`src/rtl/pwm_motion_sequencer_if.sv`:
```
// Command/status bundle between the register interface and the motion sequencer.
// The master drives commands and abort; the slave returns duty and status.
interface pwm_motion_sequencer_if;
  logic        cmd_valid;
  logic        cmd_ready;
  logic [6:0]  cmd_target;
  logic [3:0]  cmd_rate;
  logic [15:0] cmd_hold;
  logic        abort;
  logic [6:0]  duty;
  logic        busy;
  logic        done;

  modport master (
    output cmd_valid, cmd_target, cmd_rate, cmd_hold, abort,
    input  cmd_ready, duty, busy, done
  );

  modport slave (
    input  cmd_valid, cmd_target, cmd_rate, cmd_hold, abort,
    output cmd_ready, duty, busy, done
  );
endinterface

```
`src/rtl/pwm_motion_sequencer.sv`:
```
// Motion sequencer for a 100-step PWM generator: ramp up to a target duty, hold,
// ramp back to rest, with abort and a one-cycle done pulse. Falling-edge clocked.
module pwm_motion_sequencer #(
  parameter int SYS_CLK_FREQ = 100_000_000,
  parameter int TICK_DIV     = 100_000,
  parameter int DUTY_STEP    = 100,
  parameter int REST_DUTY    = 0
) (
  input  logic                  clk,
  input  logic                  reset_p,
  pwm_motion_sequencer_if.slave bus
);

  if (TICK_DIV < 2 || REST_DUTY > DUTY_STEP || DUTY_STEP > 127 || SYS_CLK_FREQ <= 0) begin : g_param_check
    $error("pwm_motion_sequencer: illegal parameter combination");
  end

  localparam int         TW   = $clog2(TICK_DIV);
  localparam logic [6:0] REST = 7'(REST_DUTY);
  localparam logic [6:0] FULL = 7'(DUTY_STEP);

  typedef enum logic [1:0] {
    IDLE      = 2'd0,
    RAMP_UP   = 2'd1,
    HOLD      = 2'd2,
    RAMP_DOWN = 2'd3
  } state_t;

  state_t         state_q, state_d;
  logic [6:0]     duty_q, duty_d;
  logic [6:0]     target_q, target_d;
  logic [3:0]     rate_q, rate_d;
  logic [15:0]    hold_q, hold_d;
  logic [15:0]    hold_cnt_q, hold_cnt_d;
  logic [TW-1:0]  tick_cnt_q, tick_cnt_d;
  logic           done_q, done_d;
  logic           tick_s;
  logic           cmd_ready_s;
  logic [6:0]     step_s;
  logic [16:0]    hold_next_s;

  // One rate-sized step from cur toward goal, never passing goal; 8-bit sums keep saturation exact.
  function automatic logic [6:0] step_toward(input logic [6:0] cur, input logic [6:0] goal,
                                             input logic [3:0] rate);
    logic [7:0] sum;
    logic [7:0] floor_lim;
    sum       = {1'b0, cur} + {4'b0000, rate};
    floor_lim = {1'b0, goal} + {4'b0000, rate};
    if (cur < goal) begin
      step_toward = (sum >= {1'b0, goal}) ? goal : sum[6:0];
    end else if ({1'b0, cur} >= floor_lim) begin
      step_toward = cur - {3'b000, rate};
    end else begin
      step_toward = goal;
    end
  endfunction

  assign tick_s        = (tick_cnt_q == TW'(TICK_DIV - 1));
  assign cmd_ready_s   = (state_q == IDLE) && !bus.abort;
  assign step_s        = step_toward(duty_q, (state_q == RAMP_DOWN) ? REST : target_q, rate_q);
  assign hold_next_s   = {1'b0, hold_cnt_q} + 17'd1;

  assign bus.cmd_ready = cmd_ready_s;
  assign bus.busy      = (state_q != IDLE);
  assign bus.duty      = duty_q;
  assign bus.done      = done_q;

  // Next-state, datapath and tick-counter logic.
  always_comb begin
    state_d    = state_q;
    duty_d     = duty_q;
    target_d   = target_q;
    rate_d     = rate_q;
    hold_d     = hold_q;
    hold_cnt_d = hold_cnt_q;
    done_d     = 1'b0;
    case (state_q)
      IDLE: begin
        if (bus.cmd_valid && cmd_ready_s) begin
          target_d = (bus.cmd_target > FULL) ? FULL : bus.cmd_target;
          rate_d   = (bus.cmd_rate == 4'd0) ? 4'd1 : bus.cmd_rate;
          hold_d   = bus.cmd_hold;
          state_d  = RAMP_UP;
        end else begin
          state_d = IDLE;
        end
      end
      RAMP_UP: begin
        // abort wins over a coincident tick: no step is applied
        if (bus.abort) begin
          state_d = RAMP_DOWN;
        end else if (duty_q == target_q) begin
          state_d = HOLD;
        end else if (tick_s) begin
          duty_d  = step_s;
          state_d = (step_s == target_q) ? HOLD : RAMP_UP;
        end else begin
          state_d = RAMP_UP;
        end
      end
      HOLD: begin
        if (bus.abort || hold_q == 16'd0) begin
          state_d = RAMP_DOWN;
        end else if (tick_s) begin
          if (hold_next_s == {1'b0, hold_q}) begin
            state_d = RAMP_DOWN;
          end else begin
            hold_cnt_d = hold_next_s[15:0];
          end
        end else begin
          state_d = HOLD;
        end
      end
      RAMP_DOWN: begin
        if (duty_q == REST) begin
          state_d = IDLE;
          done_d  = 1'b1;
        end else if (tick_s) begin
          duty_d = step_s;
          if (step_s == REST) begin
            state_d = IDLE;
            done_d  = 1'b1;
          end else begin
            state_d = RAMP_DOWN;
          end
        end else begin
          state_d = RAMP_DOWN;
        end
      end
      default: begin
        state_d = IDLE;
        duty_d  = REST;
      end
    endcase
    if (state_d != state_q) begin
      hold_cnt_d = 16'd0;
    end else begin
      hold_cnt_d = hold_cnt_d;
    end
    if (state_d != state_q || tick_s) begin
      tick_cnt_d = '0;
    end else begin
      tick_cnt_d = tick_cnt_q + TW'(1);
    end
  end

  // State and datapath registers, falling-edge to match the PWM generator.
  always_ff @(negedge clk or posedge reset_p) begin
    if (reset_p) begin
      state_q    <= IDLE;
      duty_q     <= REST;
      target_q   <= REST;
      rate_q     <= 4'd1;
      hold_q     <= 16'd0;
      hold_cnt_q <= 16'd0;
      tick_cnt_q <= '0;
      done_q     <= 1'b0;
    end else begin
      state_q    <= state_d;
      duty_q     <= duty_d;
      target_q   <= target_d;
      rate_q     <= rate_d;
      hold_q     <= hold_d;
      hold_cnt_q <= hold_cnt_d;
      tick_cnt_q <= tick_cnt_d;
      done_q     <= done_d;
    end
  end

endmodule
```
`src/flat_wrapper.sv`:
```
// flat-port wrapper written by rule: the top's interface ports become plain ports
module pwm_motion_sequencer_flat 
#(
  parameter int SYS_CLK_FREQ = 100_000_000,
  parameter int TICK_DIV     = 100_000,
  parameter int DUTY_STEP    = 100,
  parameter int REST_DUTY    = 0
)
  (clk, reset_p, bus_cmd_valid, bus_cmd_target, bus_cmd_rate, bus_cmd_hold, bus_abort, bus_cmd_ready, bus_duty, bus_busy, bus_done);
  pwm_motion_sequencer_if bus_i ();
  input  logic clk;
  input  logic reset_p;
  input wire logic [$bits(bus_i.cmd_valid)-1:0] bus_cmd_valid;
  input wire logic [$bits(bus_i.cmd_target)-1:0] bus_cmd_target;
  input wire logic [$bits(bus_i.cmd_rate)-1:0] bus_cmd_rate;
  input wire logic [$bits(bus_i.cmd_hold)-1:0] bus_cmd_hold;
  input wire logic [$bits(bus_i.abort)-1:0] bus_abort;
  output wire logic [$bits(bus_i.cmd_ready)-1:0] bus_cmd_ready;
  output wire logic [$bits(bus_i.duty)-1:0] bus_duty;
  output wire logic [$bits(bus_i.busy)-1:0] bus_busy;
  output wire logic [$bits(bus_i.done)-1:0] bus_done;
  assign bus_i.cmd_valid = bus_cmd_valid;
  assign bus_i.cmd_target = bus_cmd_target;
  assign bus_i.cmd_rate = bus_cmd_rate;
  assign bus_i.cmd_hold = bus_cmd_hold;
  assign bus_i.abort = bus_abort;
  assign bus_cmd_ready = bus_i.cmd_ready;
  assign bus_duty = bus_i.duty;
  assign bus_busy = bus_i.busy;
  assign bus_done = bus_i.done;
  pwm_motion_sequencer #(.SYS_CLK_FREQ(SYS_CLK_FREQ), .TICK_DIV(TICK_DIV), .DUTY_STEP(DUTY_STEP), .REST_DUTY(REST_DUTY)) u_core (.clk(clk), .reset_p(reset_p), .bus(bus_i));
endmodule
```
`config.mk`:
```
export PLATFORM = sky130hd
export DESIGN_NAME = pwm_motion_sequencer_flat
export DESIGN_NICKNAME = d
export VERILOG_FILES = /design/src/rtl/pwm_motion_sequencer_if.sv /design/src/rtl/pwm_motion_sequencer.sv /design/src/flat_wrapper.sv
export SDC_FILE = /design/constraint.sdc
export NUM_CORES = 1
export LEC_CHECK = 0
export BUFFER_PORTS_ARGS = -buffer_cell sky130_fd_sc_hd__buf_2
export CORE_MARGIN = 2
export CORE_UTILIZATION = 40
export CTS_CLUSTER_DIAMETER = 40
export DETAILED_ROUTE_END_ITERATION = 10
export GPL_TIMING_DRIVEN = 0
export PLACE_DENSITY_LB_ADDON = 0.12
export RECOVER_POWER = 25
export SYNTH_ARGS = -nofsm -noshare
export SYNTH_HDL_FRONTEND = slang
export SYNTH_SLANG_ARGS = --single-unit
```
`constraint.sdc`:
```
create_clock -name clk -period 8.1 [get_ports clk]
set_input_delay 0.405 -clock clk [delete_from_list [all_inputs] [get_ports clk]]
set_output_delay 0.405 -clock clk [all_outputs]
set_load 0.1 [all_outputs]
```
==> impl_metrics.ini <==
[outcome]
outcome = finished clean

[worst_setup_path]
slowest_stage = a2111oi_0
path_max_fanout = 10
worstPathRequired_ns = 12.34
crit_family = compound AO/OA/AOI/OAI gates
cpMostUsedCell = ha_1
reg2reg_depth = 21
worstSetupStartpoint = u_core.state_q[0]
path_class = reg -> reg
start_kind = register
setup.worst_path.end = u_core.tick_cnt_q[12]
endpoint_kind = register
max_stage_delay_ns = 0.58
timing.rr.start = u_core.state_q[0]
rrSetupSlack_ns = 1.73
crit_chain = buf_4 -> nand2_4 -> clkbuf_1 -> nand2_1 -> inv_1 -> ha_1 -> o221ai_1 -> o21bai_1 -> nand4_1 -> xnor2_1 -> ha_1 -> a2111oi_0 -> o21ai_0 -> and4_1 -> o211ai_1 -> a31oi_1 -> nor4_1 -> nand4b_1 -> o21ai_2 -> buf_2 -> nor3_2
path_buf_inv = 4
critical_path_depth = 21
r2r-end = u_core.tick_cnt_q[12]
arrival_ns = 10.60

[route]
first_iter_violations = 321
drc_errors = 0
num_vias = 5093
ant_nets = 0
viasPerCell = 5.65
wl_um = 15700
drt_first_pass_iters = 4
wl_per_cell_um = 17.4

[logic_synthesis]
synth-seq-area-share = 0.314
synth_edf_count = 0
synth_nets = 727
async_reset_ff_frac = 1.00
ys_seq_elements = 70
synth_cell_types = 76
ys.flop_type = dfrtn_1
synth_area_per_cell_sq_um = 8.40
yosys_warnings = 0
synth_cells = 664
syn_area_sq_um = 5580

[global_route]
grt_max_degree = 71
antenna_found_initial = 0
grt_pass1_vias = 4922
grt-ovfl-total = 0
grt_pass1_wl_um = 25800
grt.total_usage = 0.224

[placement]
hpwl_um = 11900
place_inst = 885
place_congestion = 0.956
place_area_sq_um = 6030
io_buffers = 40

[sta]
finalMaxSlewViolations = 0
skew_ns = 0.0522
rsz0062_at_grt = no
worst_pin_slew_ns = 0.722
fin_tns_setup_ns = 0
period_needed_ns = 6.37
max_freq_mhz = 157
relSlewSlack = 0.506
period_share = 0.786
final_hold_viol_count = 0
setup_viol = 0

[clocking]
cts_buffer_depth = 2
cts_hold_buf = 0
clk_pin_slew_worst_paths_ns = 0.04
cts_made_buffers = 9
cts-root-buf = clkbuf_16
cts_tree = done
h-tree-depth = 3
cts_resized = 0
clock-sinks = 70
insertion_delay_ns = 0.39
cts_setup_buffers = 0

[finish]
instances_no_fill = 901
syn2layout_area_growth_pct = 13.6
nets = 779
post_route_cells_drive_above_1_share = 0.144
diodes = 0
utilization = 0.460
final_area_sq_um = 6330

[power]
powerDensity_nw_per_um2 = 339
p_total_mw = 2.15
vdd_drop_max_mv = 0.145
p_leak_nw = 2.76

[die]
io_pins = 41
fp.dieH_um = 122
die-area_sq_um = 14900
initial_core_util = 0.405
core-area_sq_um = 13800
dieWidth_um = 122
core.rowCount = 43

[flow_run]
drv_cap = 0

[min_path]
hold_path.class = reg -> reg
==> tightest hold or removal path, stage by stage, from the launching register on <==
cell and delay, ns:
dfrtn_1 0.44, nand2_1 0.06, nand2_1 0.06
==> worst min-delay path by stage <==
stage                     cells after the start  slack, ns                end              start
after floorplan                               2       0.45  u_core.hold_q[10]  u_core.hold_q[10]
after global placement                        2       0.48   u_core.rate_q[0]   u_core.rate_q[0]
after detailed placement                      2       0.48   u_core.rate_q[0]   u_core.rate_q[0]
after CTS                                     2       0.48   u_core.hold_q[3]   u_core.hold_q[3]
after global routing                          2       0.50   u_core.hold_q[3]   u_core.hold_q[3]
final                                         2       0.48   u_core.hold_q[3]   u_core.hold_q[3]
==> power by group <==
| part | total (mW) | switching (mW) | internal, mW |
|---|---|---|---|
| combinational | 1.22 | 0.760 | 0.459 |
| sequential | 0.524 | 0.0881 | 0.436 |
| clock | 0.403 | 0.156 | 0.247 |
| total | 2.15 | 1.00 | 1.14 |
==> layout make-up <==
| type | instances | area (sq um) |
|---|---|---|
| plain buffers | 34 | 171 |
| clock buffers | 11 | 243 |
| clock inverters | 6 | 62.6 |
| fillers | 1430 | 7440 |
| inverters | 25 | 95.1 |
| multi-input cells | 534 | 3550 |
| flip-flops and latches | 70 | 1750 |
| well taps | 180 | 225 |
| repair buffers | 41 | 228 |
==> metal layers <==
metal | vias to the layer above | GRT usage | share of wire
li1 | 2465 | - | -
met2 | 175 | 0.327 | 0.43
met1 | 2422 | 0.311 | 0.48
met3 | 31 | 0.0702 | 0.073
met5 | - | 0 | 0
met4 | 0 | 0.0790 | 0.022
==> kinds of logic (layout without fill, tap and decap cells) <==
family | count (synthesis) | count (layout) | share of synthesized area
adder cells (fa/ha/maj) | 34 | 34 | 0.0783
buffers and inverters | 60 | 117 | 0.0482
AO/OA/AOI/OAI | 121 | 121 | 0.156
flip-flops | 70 | 70 | 0.314
AND/OR/NAND/NOR | 291 | 291 | 0.262
XOR/XNOR | 79 | 79 | 0.124
multiplexers | 9 | 9 | 0.0168
==> synthesized netlist by cell type, types with 3 or more instances <==
cell      count  share of area
nand2b_1      5         0.0056
inv_1        26          0.018
a211oi_1      6         0.0081
mux2_2        3         0.0061
nor3_2       11          0.020
a22o_1        3         0.0047
or4_1         4         0.0054
buf_4         3         0.0040
nand3_1      28          0.025
o21ai_0      27          0.024
and3_1        4         0.0045
and4_1        4         0.0063
a21oi_1      22          0.020
nor2_1       38          0.026
or3_1         4         0.0045
o221ai_1      3         0.0047
o21bai_1      3         0.0040
o211ai_1      4         0.0054
ha_1         30          0.067
nor3_1       29          0.026
nor2b_1       8         0.0090
mux2i_1       6          0.011
dfrtn_1      69           0.31
buf_6         3         0.0061
a21o_1       11          0.015
nand2_1     107          0.072
xnor2_1      52          0.082
nand4_1      16          0.018
clkbuf_1     19          0.013
xor2_1       27          0.042
o22ai_1       4         0.0045
nor4_1       20          0.022
buf_2         8         0.0072
==> placed cells by master (no fill, tap or decap), types with 8 or more instances in the layout <==
master and instances:
a21o_1 11, a21oi_1 22, buf_2 48, clkbuf_1 20, clkbuf_16 9, dfrtn_1 69, ha_1 30, inv_1 25
nand2_1 107, nand3_1 28, nand4_1 16, nor2_1 38, nor2b_1 8, nor3_1 29, nor3_2 11, nor4_1 20
o21ai_0 27, xnor2_1 52, xor2_1 27
==> through the flow <==
step	setup slack, ns	hold WS [ns]
final	1.73	0.476
after detailed placement	2.00	0.481
after global routing	1.26	0.504
after global placement	1.06	0.481
after CTS	1.89	0.484
after floorplan	1.27	0.448
==> sequential cells by signal (all words and copies together), names as in the netlist <==
name / cells
u_core.bus.duty: 7
u_core.hold_q: 16
u_core.state_q: 2
u_core.target_q: 7
u_core.hold_cnt_q: 16
u_core.tick_cnt_q: 17
u_core.bus.done: 1
u_core.rate_q: 4
No activity file was read; power rests on OpenSTA's default activity.
